[src/rtl/fractal_nn_sequencer.sv]
// Ternary-weight neuron sequencer: buffers N_INPUTS {x, w_zero, w_sign}
// elements, replays them onto the datapath strobes on start while keeping a
// saturating signed accumulator, and offers the result over valid/ready.
module fractal_nn_sequencer #(
    parameter int N_INPUTS = 16,
    parameter int ACC_W    = 16
) (
    input  logic                          clk,
    input  logic                          rst_n,
    input  logic                          ena,
    input  logic                          ld_valid,
    output logic                          ld_ready,
    input  logic                          ld_x,
    input  logic                          ld_w_zero,
    input  logic                          ld_w_sign,
    input  logic                          ld_clear,
    output logic [$clog2(N_INPUTS+1)-1:0] ld_count,
    input  logic                          start,
    output logic                          busy,
    output logic                          dp_en,
    output logic                          dp_clr,
    output logic                          dp_x,
    output logic                          dp_w_zero,
    output logic                          dp_w_sign,
    output logic                          res_valid,
    input  logic                          res_ready,
    output logic [ACC_W-1:0]              res_data
);

    localparam int CW = $clog2(N_INPUTS + 1);
    localparam int IW = $clog2(N_INPUTS);
    localparam logic signed [ACC_W-1:0] ACC_MAX = {1'b0, {(ACC_W-1){1'b1}}};
    localparam logic signed [ACC_W-1:0] ACC_MIN = {1'b1, {(ACC_W-1){1'b0}}};

    typedef enum logic [2:0] {
        S_IDLE,
        S_LOAD,
        S_READY,
        S_RUN,
        S_DONE
    } state_t;

    state_t                   state;
    logic [CW-1:0]            count;
    logic [IW-1:0]            step_idx;
    logic signed [ACC_W-1:0]  acc;
    logic signed [ACC_W-1:0]  acc_next;
    logic [ACC_W-1:0]         res_q;
    logic [N_INPUTS-1:0]      buf_x;
    logic [N_INPUTS-1:0]      buf_wz;
    logic [N_INPUTS-1:0]      buf_ws;
    logic                     wr_en;
    logic [IW-1:0]            wr_idx;

    assign ld_ready  = (state == S_IDLE) || (state == S_LOAD);
    assign ld_count  = count;
    assign wr_en     = ld_valid && ld_ready && !ld_clear;
    assign wr_idx    = count[IW-1:0];
    assign dp_en     = (state == S_RUN) && ena && !ld_clear;
    assign dp_x      = dp_en & buf_x[step_idx];
    assign dp_w_zero = dp_en & buf_wz[step_idx];
    assign dp_w_sign = dp_en & buf_ws[step_idx];
    assign res_data  = res_q;

    // Element storage; contents need no reset because count gates their use.
    always_ff @(posedge clk) begin
        if (wr_en) begin
            buf_x[wr_idx]  <= ld_x;
            buf_wz[wr_idx] <= ld_w_zero;
            buf_ws[wr_idx] <= ld_w_sign;
        end
    end

    // Saturating add of the current element's ternary product {-1, 0, +1}.
    always_comb begin
        acc_next = acc;
        if (buf_x[step_idx] && !buf_wz[step_idx]) begin
            if (buf_ws[step_idx]) begin
                if (acc != ACC_MIN) acc_next = acc - 1'b1;
            end else begin
                if (acc != ACC_MAX) acc_next = acc + 1'b1;
            end
        end
    end

    // Control FSM: load, wait for start, step elements, hold result until taken.
    always_ff @(posedge clk or negedge rst_n) begin
        if (!rst_n) begin
            state     <= S_IDLE;
            count     <= '0;
            step_idx  <= '0;
            acc       <= '0;
            res_q     <= '0;
            busy      <= 1'b0;
            res_valid <= 1'b0;
            dp_clr    <= 1'b0;
        end else begin
            dp_clr <= 1'b0;
            if (ld_clear) begin
                state     <= S_IDLE;
                count     <= '0;
                busy      <= 1'b0;
                res_valid <= 1'b0;
            end else begin
                case (state)
                    S_IDLE, S_LOAD: begin
                        if (ld_valid) begin
                            count <= count + CW'(1);
                            if (count == CW'(N_INPUTS - 1)) state <= S_READY;
                            else                             state <= S_LOAD;
                        end
                    end
                    S_READY: begin
                        if (start) begin
                            state    <= S_RUN;
                            dp_clr   <= 1'b1;
                            acc      <= '0;
                            step_idx <= '0;
                            busy     <= 1'b1;
                        end
                    end
                    S_RUN: begin
                        if (ena) begin
                            acc <= acc_next;
                            if (step_idx == IW'(N_INPUTS - 1)) begin
                                state     <= S_DONE;
                                res_q     <= acc_next;
                                busy      <= 1'b0;
                                res_valid <= 1'b1;
                            end else begin
                                step_idx <= step_idx + 1'b1;
                            end
                        end
                    end
                    S_DONE: begin
                        if (res_ready) begin
                            state     <= S_READY;
                            res_valid <= 1'b0;
                        end
                    end
                    default: state <= S_IDLE;
                endcase
            end
        end
    end

endmodule

[config.mk]
export PLATFORM = sky130hd
export DESIGN_NAME = fractal_nn_sequencer
export DESIGN_NICKNAME = d
export VERILOG_FILES = /design/src/rtl/fractal_nn_sequencer.sv
export SDC_FILE = /design/constraint.sdc
export NUM_CORES = 1
export LEC_CHECK = 0
export ABC_AREA = 1
export CORE_ASPECT_RATIO = 1.4
export CORE_UTILIZATION = 50
export CTS_CLUSTER_SIZE = 8
export DETAILED_ROUTE_END_ITERATION = 10
export HOLD_SLACK_MARGIN = 0.08
export PLACE_DENSITY_LB_ADDON = 0.25
export SYNTH_ARGS = -nofsm -noshare
export SYNTH_HDL_FRONTEND = slang
export SYNTH_SLANG_ARGS = --single-unit
[constraint.sdc]
create_clock -name clk -period 2.49 [get_ports clk]
set_input_delay 0.3735 -clock clk [delete_from_list [all_inputs] [get_ports clk]]
set_output_delay 0.3735 -clock clk [all_outputs]
set_load 0.02 [all_outputs]
# After elaboration in Yosys (flattened, before gate mapping)
# Index checks and enable logic that the tools add are counted.
[totals] out_inout_bits=29 rom_bits=0 input_bits=10 regBits=95 latchBits=0 n_memories=0 word_cells=107 ramBits=0
[classes] muxes=46 n_reduce_logical=23 multipliers=0 n_shift=0 n_addsub=4 n_eq_ne=16 n_div=0 bitwise_logic=4 order_cmp=3
[ops] op="$mux W16" count=6
[ops] op="$bwmux W16" count=3
[ops] op="$ne A16 B16 Y1 const B" count=2
[ops] op="$pmux W16 S2" count=1
[ops] op="$mux W3" count=6
[ops] op="$add A16 B1 Y16 const B" count=1
[ops] op="$reduce_and A4 Y1" count=4
[ops] op="$sub A16 B1 Y16 const B" count=1
[ops] op="$mux W1" count=15
[ops] op="$mux W5" count=3
[ops] op="$bmux W1 S4" count=3
[ops] op="$mux W4" count=3
[ops] op="$ne A3 B3 Y1 const B" count=4
[ops] op="$pmux W3 S4" count=1
[ops] op="$lt A4 B5 Y1 const B" count=2
[ops] op="$reduce_and A5 Y1" count=2
[ops] op="$pmux W4 S2" count=1
[ops] op="$eq A3 B2 Y1 const B" count=2
[ops] op="$logic_and A1 B1 Y1" count=6
[ops] op="$ne A2 B2 Y1 const B" count=3
[ops] op="$reduce_bool A2 Y1" count=3
[ops] op="$reduce_bool A3 Y1" count=2
[ops] op="$add A5 B1 Y5 const B" count=1
[ops] op="$eq A5 B4 Y1 const B" count=1
[ops] op="16 further kinds" count=20

# Depth between registers and ports, before layout
[depth] word_depth=7 mapped_depth=15 depth_no_buf=13

# Least setup slack after synthesis
# OpenSTA, ideal clock, no wires.
[synth_timing] kind="reg-to-reg" from="reg state[2]" to="reg buf_ws[11], enable pin" synth_period_minus_slack_ns=1.975 setup_ns=0.345 arrival_ns=1.630 path_stages_with_launch=8 path_slack_ns=0.515 required_ns=2.145 n_path_buf=0 cell_sequence="dfrtp_1 nor2_1 inv_1 nor2_1 inv_1 nor2_1 inv_1 nor3_1"
[synth_via] elab_chain_cells=4 elab_cells_between_ends=5 cone_classes="eq/ne: 1; reduce/logical: 4"
[synth_rtl] element="start, declared" line="43" rtl="state_t state;"
[synth_rtl] element="start signal, assigned" line="89" rtl="state <= S_IDLE;"
[synth_rtl] element="start signal, assigned" line="100" rtl="state <= S_IDLE;"
[synth_rtl] element="start signal, assigned" line="109" rtl="if (count == CW'(N_INPUTS - 1)) state <= S_READY;"
[synth_rtl] element="$eq A3 B1 Y1 or $logic_not A3 Y1 (tied branches)" line="55" rtl="assign ld_ready = (state == S_IDLE) || (state == S_LOAD);"
[synth_rtl] element="$logic_or A1 B1 Y1 (*)" line="55"
[synth_rtl] element="net ld_ready" line="12" rtl="output logic ld_ready,"
[synth_rtl] element="$logic_and A1 B1 Y1 (*) (2 in a row)" line="57" rtl="assign wr_en = ld_valid && ld_ready && !ld_clear;"
[synth_rtl] element="end signal, assigned by index" line="70" rtl="buf_ws[wr_idx] <= ld_w_sign;"
[synth_rtl] element="end, declared" line="51" rtl="logic [N_INPUTS-1:0] buf_ws;"
# The timed path passes the listed nets; every way through them passes the cells marked *.
# A chain may end at the register's enable or synchronous reset.

# Final worst setup path
[layout_timing] from="reg step_idx[0]" to="out dp_w_sign"
[layout_via] elab_chain_cells=3
[layout_rtl] element="start, declared" line="45" rtl="logic [IW-1:0] step_idx;"
[layout_rtl] element="start signal, assigned" line="131" rtl="step_idx <= step_idx + 1'b1;"
[layout_rtl] element="$bmux W1 S4" line="62" rtl="assign dp_w_sign = dp_en & buf_ws[step_idx];"
[layout_rtl] element="$mux W1 (not written as such)" line="62"
[layout_rtl] element="$and A1 B1 Y1" line="62"
[layout_rtl] element="end, declared" line="24" rtl="output logic dp_w_sign,"
# No other way between the ends. The select of a mux whose other input is x is not followed.

==> run_results.csv <==
group,metric,value,unit
status,status,"complete, no violations",
critical_path,worst_setup_path_end_kind,"output pin",
sta,maxSlewViolCount,0,
logic_synthesis,synth_edf_count,48,
critical_path,max_stage_delay,0.45,ns
logic_synthesis,syn_nets,780,
sta,min_period,2.34,ns
sta,rsz0062_at_grt,"false",
critical_path,required,2.12,ns
grt,grt_max_degree,48,
critical_path,critPathMaxFanout,29,
sta,maxSlewHeadroom,0.593,
routing,drc_errors,0,
routing,drtIter0Drc,226,
routing,ant_nets,0,
sta,finalSetupTns,0,ns
die,fp.dieW,91.7,µm
clocking,numCtsBuffers,9,
grt,antenna_found_initial,0,
finish,drive_above_1_share,0.0871,
clocking,clkSlewWorstSetupHoldPaths,0.07,ns
logic_synthesis,ys_warn_count,0,
clocking,cts_tree,"yes",
grt,grt_pass1_wl,23100,µm
critical_path,path_class,"reg -> out",
clocking,numClockSinks,95,
finish,fin_area,6430,µm²
power,ir_worst_vdd,563,µV
die,rows,45,
logic_synthesis,post-synth-top-area-fraction,0.256,
die,die_h,128,µm
logic_synthesis,post_synth_num_cell_types,36,
die,fp.coreArea,10900,µm²
logic_synthesis,yosys.area.top_type,"edfxtp_1",
critical_path,worstPathCellList,"buf_12 -> nor2_1 -> inv_1 -> nand3_1 -> inv_1 -> nor2_1 -> nand2_2 -> nand2_4 -> nor2_1 -> clkdlybuf4s15_1",
finish,mostFrequentLayoutCell,"nand2_1",
place,portBuffers,38,
clocking,clockRootBuffer,"clkbuf_16",
critical_path,crit_path_frequent_cell,"nor2_1",
grt,grt_pass1_vias,4955,
clocking,clock_latency,0.35,ns
sta,finalHoldViolations,0,
logic_synthesis,async_reset_ff_frac,0.495,
critical_path,crit_buf_inv,4,
sta,setup_violations,0,
place,pre_cts_ws,0.0725,ns
logic_synthesis,syn-instance-count,761,
critical_path,cp.arrival,1.97,ns
routing,post_drt_wl_per_cell,14.7,µm
die,start_util,0.515,
critical_path,startpoint_type,"register",
power,power_per_cell_area,843,nW/µm²
sta,skew,0.00627,ns
clocking,htree_num_levels,3,
grt,grt_use_met2,0.469,
logic_synthesis,synth-seq-area-share,0.465,
sta,whs,0.109,ns
place,gp_congestion,0.962,
die,die_area,11700,µm²
sta,tightestPinTransition,0.610,ns
logic_synthesis,avgSynthCellArea,7.40,µm²
grt,grt_usage,0.254,
routing,drt-pass1-iter-count,5,
finish,final_cell_mix,"nand2_1 (299), nor2_1 (88), nand3_1 (73), inv_1 (72), edfxtp_1 (48)",
logic_synthesis,synth-seq-cells,95,
power,leakage,3.14,nW
critical_path,rrSetupSlack,0.31,ns
grt,grt_use_met1,0.283,
grt,gr-max-usage-layer,"met2",
routing,via_per_inst,5.28,
sta,max_freq,427,MHz
finish,n_antenna_cell,0,
die,pin_count,39,
critical_path,cp_top_family,"simple AND/OR/NAND/NOR gates",
routing,drt_wl_total,13900,µm
place,post_dp_cell_area,6100,µm²
clocking,cts.path.max_buffers,2,
routing,num_vias,4993,
sta,period_share,0.940,
grt,grt_util_met3,0.0292,
sta,setup_slack,0.150,ns
logic_synthesis,synth_ff_type,"edfxtp_1",
job,max_cap_viol_count,0,
finish,nets,818,
hold_path,hold_class,"in -> async",
finish,syn_to_final_growth,14.3,%
logic_synthesis,yosys-top-cells-area,"edfxtp_1 (26%), dfrtp_1 (21%), nand2_1 (20%), nand3_1 (6.5%), nor2_1 (5.9%)",
place,dp_hpwl,10200,µm
logic_synthesis,synthesis.area,5630,µm²
grt,grt_overflow,0,
critical_path,cpMaxStageDelayCell,"dfrtp_2",
synth_stat cells (all sizes together) (2+ instances only):
cell / number
o21ai: 26
buf: 26
nor2: 93
dfrtp: 47
xor2: 6
nor3: 9
clkbuf: 2
ha: 9
edfxtp: 48
nand3: 78
nor4: 2
nand4: 7
o31ai: 2
inv: 80
a21oi: 13
nand2: 306
power breakdown:
part	switching [mW]	internal (mW)
registers	0.101	1.71
clock network	0.644	0.700
logic	1.57	0.698
kinds of logic after synthesis:
logic type	after synthesis	share of synthesized area
simple gates	496	0.372
buf+inv	109	0.0863
xor+xnor	6	0.00934
compound gates	46	0.0474
fa+ha+maj	9	0.0200
flops	95	0.465
per-layer routing:
layer | wire (µm) | up-vias
li1 | - | 2480
met1 | 5320 | 2335
met2 | 7460 | 139
met3 | 565 | 39
met4 | 526 | 0
met5 | 0 | -
metrics by stage:
stage / util / std cells / power, mW
after floorplan: - / 761 / 3.66
after detailed placement: 0.558 / 925 / 4.05
after global routing: 0.589 / 945 / 5.80
after global placement: 0.558 / 925 / 4.00
final: 0.589 / 945 / 5.42
after CTS: 0.585 / 941 / 5.42
path summary, 6_finish.rpt:
check | to | depth (start not counted) | from
setup / recovery | dp_w_sign | 10 | step_idx[0]
hold / removal | ld_count[1] | 2 | rst_n
setup reg to reg | res_data[11] | 12 | step_idx[0]
hold reg to reg | res_data[15] | 2 | res_data[15]
max in group asynchronous | step_idx[0] | 2 | rst_n
min in group clk | res_data[15] | 2 | res_data[15]
flip-flops by register name, summed over array words and instances, names as in the netlist:
| signal | flops |
|---|---|
| res_valid | 1 |
| state | 3 |
| ld_count | 5 |
| acc | 16 |
| step_idx | 4 |
| buf_wz | 16 |
| buf_ws | 16 |
| res_data | 16 |
| dp_clr | 1 |
| buf_x | 16 |
| busy | 1 |
layout make-up:
cell class	instances	area, µm²
Clock buffer	9	225
Clock inverter	7	62.6
Fill cell	1002	4490
Inverter	81	310
Multi-Input combinational cell	557	2520
Sequential cell	95	2620
Tap cell	141	176
Timing Repair Buffer	55	515
timing repair:
action	CTS	global route
endpoints found under the setup margin	3	19
resized for setup	8	5
buffers inserted	0	4
hold buffers	0	0
pin swaps	0	1
Power figures use the tool's default switching activity.
